--- src/rtl/key_debouncer.sv ---
// key_debouncer: conditions one raw active-low pushbutton into a debounced level plus
// single-cycle press/release strobes, all synchronous to CLOCK_50.
// Optional feature: define AUTO_REPEAT_EN to add press_pulse auto-repeat while held.
module key_debouncer #(
    parameter int unsigned DEBOUNCE_CYCLES = 1000000,
    parameter int unsigned REPEAT_DELAY    = 25000000,
    parameter int unsigned REPEAT_PERIOD   = 5000000
) (
    input  logic CLOCK_50,
    input  logic RESET_N,
    input  logic KEY_N,
    output logic key_level,
    output logic press_pulse,
    output logic release_pulse
);

`ifdef AUTO_REPEAT_EN
    localparam int unsigned RptMax = (REPEAT_DELAY > REPEAT_PERIOD) ? REPEAT_DELAY
                                                                    : REPEAT_PERIOD;
    localparam int unsigned CntMax = (RptMax > DEBOUNCE_CYCLES) ? RptMax : DEBOUNCE_CYCLES;
`else
    localparam int unsigned CntMax = DEBOUNCE_CYCLES;
`endif
    localparam int unsigned CntW = $clog2(CntMax) + 1;

    localparam logic [CntW-1:0] DebLast = CntW'(DEBOUNCE_CYCLES - 1);
    localparam logic [CntW-1:0] CntOne  = CntW'(1);

    // Reject parameter sets the counters cannot honour.
    if (DEBOUNCE_CYCLES < 2 || REPEAT_DELAY < 1 || REPEAT_PERIOD < 1) begin : g_param_check
        $error("key_debouncer: illegal parameter value");
    end

    typedef enum logic [1:0] {
        StReleased,
        StPressCheck,
        StPressed,
        StReleaseCheck
    } state_e;

    state_e          state_q, state_d;
    logic            sync1_q, ks_q;
    logic [CntW-1:0] cnt_q, cnt_d;
    logic            level_q, level_d;
    logic            press_q, press_d;
    logic            release_q, release_d;

`ifdef AUTO_REPEAT_EN
    localparam logic [CntW-1:0] RptDelayLast  = CntW'(REPEAT_DELAY - 1);
    localparam logic [CntW-1:0] RptPeriodLast = CntW'(REPEAT_PERIOD - 1);

    logic [CntW-1:0] rpt_q, rpt_d;
    // armed_q set once the initial delay has elapsed; later strobes use the period.
    logic            armed_q, armed_d;
`endif

    // Next-state, counter and registered-output decode driven only by the synchronized key.
    always_comb begin
        state_d   = state_q;
        cnt_d     = cnt_q;
        level_d   = level_q;
        press_d   = 1'b0;
        release_d = 1'b0;
`ifdef AUTO_REPEAT_EN
        rpt_d     = rpt_q;
        armed_d   = armed_q;
`endif
        unique case (state_q)
            StReleased: begin
                level_d = 1'b0;
                if (!ks_q) begin
                    state_d = StPressCheck;
                    cnt_d   = '0;
                end
            end
            StPressCheck: begin
                if (ks_q) begin
                    // Bounce: back to idle without a strobe.
                    state_d = StReleased;
                    cnt_d   = '0;
                end else if (cnt_q == DebLast) begin
                    state_d = StPressed;
                    cnt_d   = '0;
                    level_d = 1'b1;
                    press_d = 1'b1;
`ifdef AUTO_REPEAT_EN
                    rpt_d   = '0;
                    armed_d = 1'b0;
`endif
                end else begin
                    cnt_d = cnt_q + CntOne;
                end
            end
            StPressed: begin
                level_d = 1'b1;
                if (ks_q) begin
                    // Repeat counter holds its value while the release is being qualified.
                    state_d = StReleaseCheck;
                    cnt_d   = '0;
                end else begin
`ifdef AUTO_REPEAT_EN
                    if (!armed_q) begin
                        if (rpt_q == RptDelayLast) begin
                            press_d = 1'b1;
                            rpt_d   = '0;
                            armed_d = 1'b1;
                        end else begin
                            rpt_d = rpt_q + CntOne;
                        end
                    end else begin
                        if (rpt_q == RptPeriodLast) begin
                            press_d = 1'b1;
                            rpt_d   = '0;
                        end else begin
                            rpt_d = rpt_q + CntOne;
                        end
                    end
`endif
                end
            end
            StReleaseCheck: begin
                // key_level stays high until the release is fully qualified.
                if (!ks_q) begin
                    state_d = StPressed;
                    cnt_d   = '0;
                end else if (cnt_q == DebLast) begin
                    state_d   = StReleased;
                    cnt_d     = '0;
                    level_d   = 1'b0;
                    release_d = 1'b1;
                end else begin
                    cnt_d = cnt_q + CntOne;
                end
            end
            default: begin
                state_d = StReleased;
                cnt_d   = '0;
                level_d = 1'b0;
            end
        endcase
    end

    // Synchronizer, FSM state, counters and registered outputs with synchronous reset.
    always_ff @(posedge CLOCK_50) begin
        if (!RESET_N) begin
            sync1_q   <= 1'b1;
            ks_q      <= 1'b1;
            state_q   <= StReleased;
            cnt_q     <= '0;
            level_q   <= 1'b0;
            press_q   <= 1'b0;
            release_q <= 1'b0;
`ifdef AUTO_REPEAT_EN
            rpt_q     <= '0;
            armed_q   <= 1'b0;
`endif
        end else begin
            sync1_q   <= KEY_N;
            ks_q      <= sync1_q;
            state_q   <= state_d;
            cnt_q     <= cnt_d;
            level_q   <= level_d;
            press_q   <= press_d;
            release_q <= release_d;
`ifdef AUTO_REPEAT_EN
            rpt_q     <= rpt_d;
            armed_q   <= armed_d;
`endif
        end
    end

    assign key_level     = level_q;
    assign press_pulse   = press_q;
    assign release_pulse = release_q;

endmodule

--- config.mk ---
export PLATFORM = sky130hd
export DESIGN_NAME = key_debouncer
export DESIGN_NICKNAME = d
export VERILOG_FILES = /design/src/rtl/key_debouncer.sv
export SDC_FILE = /design/constraint.sdc
export NUM_CORES = 1
export LEC_CHECK = 0
export CAP_MARGIN = 40
export CORE_UTILIZATION = 50
export DETAILED_ROUTE_END_ITERATION = 8
export PLACE_DENSITY_LB_ADDON = 0.1
export SYNTH_ARGS = -nofsm -noshare
export SYNTH_HDL_FRONTEND = slang
export SYNTH_SLANG_ARGS = --single-unit
--- constraint.sdc ---
create_clock -name CLOCK_50 -period 1.7 [get_ports CLOCK_50]
set_input_delay 0.17 -clock CLOCK_50 [delete_from_list [all_inputs] [get_ports CLOCK_50]]
set_output_delay 0.17 -clock CLOCK_50 [all_outputs]
set_load 0.02 [all_outputs]
* Word-level counts from Yosys, hierarchy flattened
Index checks and enable logic that the tools add are counted.
Storage, ports and cells: register bits 28, bits in latches 0, bits in writable memories 0, ROM bits 0, input bits 3, output and inout bits 3, memories 0
Cells by class: $add $sub $neg 1, multipliers 0, divide/modulo/power cells 0, $lt $le $gt $ge 0, eq/ne operators 12, shifts and indexed selects 0, mux-type cells 19, bitwise gates (word level) 2, reductions and logical operators 6
Operators by type and width (number):
- 2-to-1 mux 21 bit | 5
- one-hot mux 21 bit (4 select lines) | 1
- adder 21 x 1 -> 21 bit (second input constant) | 1
- equality test 21 x 20 -> 1 bit (second input constant) | 1
- 2-to-1 mux 2 bit | 6
- inequality test 2 bit (second input constant) | 6
- one-hot mux 2 bit (4 select lines) | 1
- AND reduction 4 bit | 2
- inequality test 3 bit (second input constant) | 2
- 2-to-1 mux 1 bit | 5
- equality test 2 bit (second input constant) | 2
- one-hot mux 1 bit (4 select lines) | 1
- AND reduction 3 bit | 1
- OR reduction 3 bit | 1
- equality test 2 x 1 -> 1 bit (second input constant) | 1
- logical NOT 2 bit | 1
- NOT 1 bit | 2
- AND reduction 2 bit | 1

* Longest topological paths before layout
depth in word-level cells 4, depth in mapped cells 6, mapped depth without buffers 6

* Worst setup path before layout
No wires, ideal clock.
path kind register -> register, from register state_q[0], to register cnt_q[18], arrival 1.757 ns, data required time 1.631 ns, path slack -0.125 ns, stages on the path, launching flop included 7, cells stage by stage dfxtp_1 > inv_1 > ha_1 > mux2i_4 > nand4_4 > or4_4 > a21oi_2
Between the ends: cells in the longest elaborated chain, start to end 3, elaborated cells between the ends (all ways) 8
Ends and longest elaborated chain:
- from (decl) | RTL line 41 | state_e state_q, state_d;
- from (signal assigned) | RTL line 148 | state_q <= StReleased;
- from (signal assigned) | RTL line 160 | state_q <= state_d;
- equality test 2 bit or logical NOT 2 bit (tied branches) | RTL line 68 | unique case (state_q)
- inequality test 2 bit (no source line)
- AND reduction 2 bit (no source line)
- to (signal assigned) | RTL line 161 | cnt_q <= cnt_d;
- to (decl) | RTL line 43 | logic [CntW-1:0] cnt_q, cnt_d;
Parallel ways exist; a longest one is shown, timed or not. A chain may end at the register's enable or synchronous reset.

==> results.cfg <==
[floorplanning]
rows = 20
core_area_um2 = 3103
die_h_um = 59.84
ioPinCount = 6
die_x_um = 59.84
fp.dieArea_um2 = 3581
initial_core_util = 0.5391

[yosys]
synth_xor_xnor_area_share = 0.01571
post-synth-top-count-cell = dfxtp_1
yosys.area.top_type_share = 0.3351
synth_area_leaders = dfxtp_1 (34%), nand3_1 (3.9%), nand4_4 (3.8%)
ys_types = 50
synthesis.area_um2 = 1673
synthAdderAreaFrac = 0.03740
synth-seq-cells = 28
yosys-top-cells-count = dfxtp_1 (28), nand2_1 (16), nand3_1 (13)
synth_top_area_cell = dfxtp_1
yosysSeqAreaShare = 0.3351
synth.net_count = 194
synthSimpleGateAreaFrac = 0.3426
synth_edf_count = 0
ys.warnings.count = 0
synth_top_family_by_area = simple AND/OR/NAND/NOR gates
yosys_most_used_dff = dfxtp_1
synth_compound_area_frac = 0.1743
synthArstFlopShare = 0
syn_inst = 186
synthMuxAreaShare = 0.04413
synth.avg_cell_area_um2 = 8.994

[sta]
layout_min_cycle_time_ps = 1683
rsz0062_at_grt = true
hold_viol_final = 0
tightest_slew_ps = 389.5
setup_viol = 0
clock.fmax_mhz = 594.3
worst_hold_slack_ps = 376.7
relSlewSlack = 0.7388
skew_ps = 6.279
drv_slew = 0
fin_crit_sh = 0.9898

[clocking]
cts_tree = done
clk_latency_ps = 330
clock-root-buffer = clkbuf_4
htreeDepth = 1
numCtsBuffers = 3
path_clk_slew_ps = 150
cts.sinks = 28
cts_buffer_depth = 2

[run_status]
status = finished clean

[power]
vdd_ir_drop_max_mv = 0.4766
powerDensity_nw_per_um2 = 669.3
p_leak_nw = 0.8037

[global_route]
antenna_found_initial = 0
grt_max_degree = 21
grt-ovfl-total = 0
track_usage = 0.2659
grt_pass1_vias = 1521
grt_pass1_wl_um = 7079

[worst_setup_path]
worst_ep_required_time_ps = 1970
end_kind = flip-flop
arrival_ps = 1950
critPathSlowestCell = dfxtp_4
max_stage_delay_ps = 410
critPathBufInv = 2
worstPathCellList = inv_4, ha_4, mux2i_4, nand4_4, buf_6, or3_1, a21oi_1
path_class = flip-flop to flip-flop
cp_top_family = simple AND/OR/NAND/NOR gates
critPathLaunchType = flip-flop
crit_fanout = 4

[detailed_routing]
drt-wirelength-per-cell_um = 15.92
vias = 1597
drt_iter0_drc = 86
drt-total-wl_um = 4298
topRoutingLayerUsed = met4
drc = 0
wl_met1_um = 1924
dr_wl_met2_um = 2166
ant_nets = 0
wl_met3_um = 189
firstDrtPassIters = 4
routed_via_density = 5.915

[final_layout]
regArea_um2 = 573.1
fillers = 256
multi_input_area_um2 = 1116
n_antenna_cell = 0
final_util = 0.7004
nNetsFinal = 235
final_cell_area_um2 = 2173
areaGrowthSynthToFinish_pct = 29.92
drive_above_1_share = 0.3584

[job]
maxCapViolations = 0

[worst_hold_path]
hold_path_class = input pin to flip-flop

[placement]
hpwlAfterDp_um = 3278
port_buffers = 5
placed_area_um2 = 2031
place.gp.congestion = 0.9204
==> layout make-up <==
cell class	instances	share of cell area
clock buffers	4	0.01670
inverters	6	0.01267
multi-input cells	142	0.5135
flip-flops and latches	28	0.2637
well taps	44	0.02533
repair buffers	46	0.1681
==> sequential cells by signal (all words and copies together) (netlist names), named ones only <==
signal         flops
cnt_q             21
key_level          1
ks_q               1
press_pulse        1
release_pulse      1
state_q            1
sync1_q            1
==> path summary, 6_finish.rpt <==
path / from / to / slack [ps] / cells after the start
worst max-delay path: flip-flop / cnt_q[16] / 20 / 7
worst min-delay path: KEY_N / sync1_q / 380 / 2
worst max register to register: flip-flop / cnt_q[16] / 20 / 7
worst min register to register: sync1_q / ks_q / 440 / 1
==> kinds of logic (layout without fill, tap and decap cells) <==
logic type,after synthesis,count (layout)
xor+xnor,3,3
simple gates,87,87
mux,6,6
fa+ha+maj,5,5
flops,28,28
buf+inv,16,56
compound gates,41,41
==> per-stage QoR <==
stage | cells | power [mW] | worst slack [ps] | setup TNS (ps)
after floorplan | 186 | 0.9455 | -17.53 | -17.53
after global placement | 262 | 1.079 | -124.7 | -214.2
after detailed placement | 262 | 1.086 | -162.5 | -423.3
after CTS | 269 | 1.442 | 0.4476 | 0
after global routing | 270 | 1.529 | -71.56 | -325.3
final | 270 | 1.455 | 17.30 | 0
==> power by group <==
| part | leakage, nW | switching [mW] | internal, mW | total (mW) |
|---|---|---|---|---|
| registers | 0.229 | 0.0158 | 0.678 | 0.694 |
| logic | 0.554 | 0.235 | 0.194 | 0.429 |
| clock network | 0.0210 | 0.200 | 0.131 | 0.332 |
==> layer usage <==
metal | vias to the layer above | GRT usage
met5 | - | 0
met4 | 0 | 0.05980
met3 | 2 | 0.04978
met2 | 42 | 0.4667
met1 | 759 | 0.3351
li1 | 794 | -
==> timing repair <==
item                       in CTS  in global routing
setup buffers                   3                  1
cloned                          0                  0
resized for setup               7                 19
pin swaps                       2                 12
hold buffers                    0                  0
setup endpoints to repair      17                 20
==> worst reg2reg max path: cells and delay by family (launching register included) <==
family                   cells  cell delay [ps]
AND/OR/NAND/NOR              2              480
buffers and inverters        2              210
multiplexers                 1              220
flip-flops                   1              410
adder cells (fa/ha/maj)      1              160
AO/OA/AOI/OAI                1              150
==> cells in the final DEF (no fill, tap or decap), types with 2 or more instances in the layout <==
| cell type | Yosys | routed |
|---|---|---|
| or3_1 | 3 | 3 |
| or4_4 | 1 | 3 |
| or4_1 | 4 | 2 |
| and2_1 | 2 | 2 |
| a21oi_1 | 9 | 8 |
| dfxtp_2 | 0 | 4 |
| clkdlybuf4s50_1 | 0 | 5 |
| buf_6 | 1 | 2 |
| nand3_1 | 13 | 13 |
| mux2i_1 | 4 | 2 |
| nand2_2 | 1 | 2 |
| nand4_1 | 6 | 6 |
| nor2_1 | 6 | 6 |
| o31ai_1 | 5 | 4 |
| nand2_1 | 16 | 15 |
| and4_1 | 5 | 2 |
| inv_4 | 0 | 2 |
| mux2i_2 | 0 | 2 |
| o211ai_1 | 5 | 5 |
| buf_4 | 4 | 39 |
| clkbuf_4 | 0 | 3 |
| xor2_1 | 3 | 3 |
| nand4b_1 | 4 | 4 |
| a31oi_1 | 2 | 2 |
| dfxtp_1 | 28 | 22 |
| and3_1 | 4 | 4 |
| a21oi_2 | 1 | 2 |
| o41ai_1 | 2 | 2 |
| nand4_4 | 3 | 3 |
| dfxtp_4 | 0 | 2 |
| inv_1 | 5 | 3 |
| nand2b_1 | 3 | 3 |
| ha_2 | 0 | 3 |
| nor3_1 | 7 | 7 |
| and4_4 | 0 | 2 |
| o21ai_0 | 8 | 7 |
| ha_4 | 0 | 2 |
(Power assumes the default switching activity.)
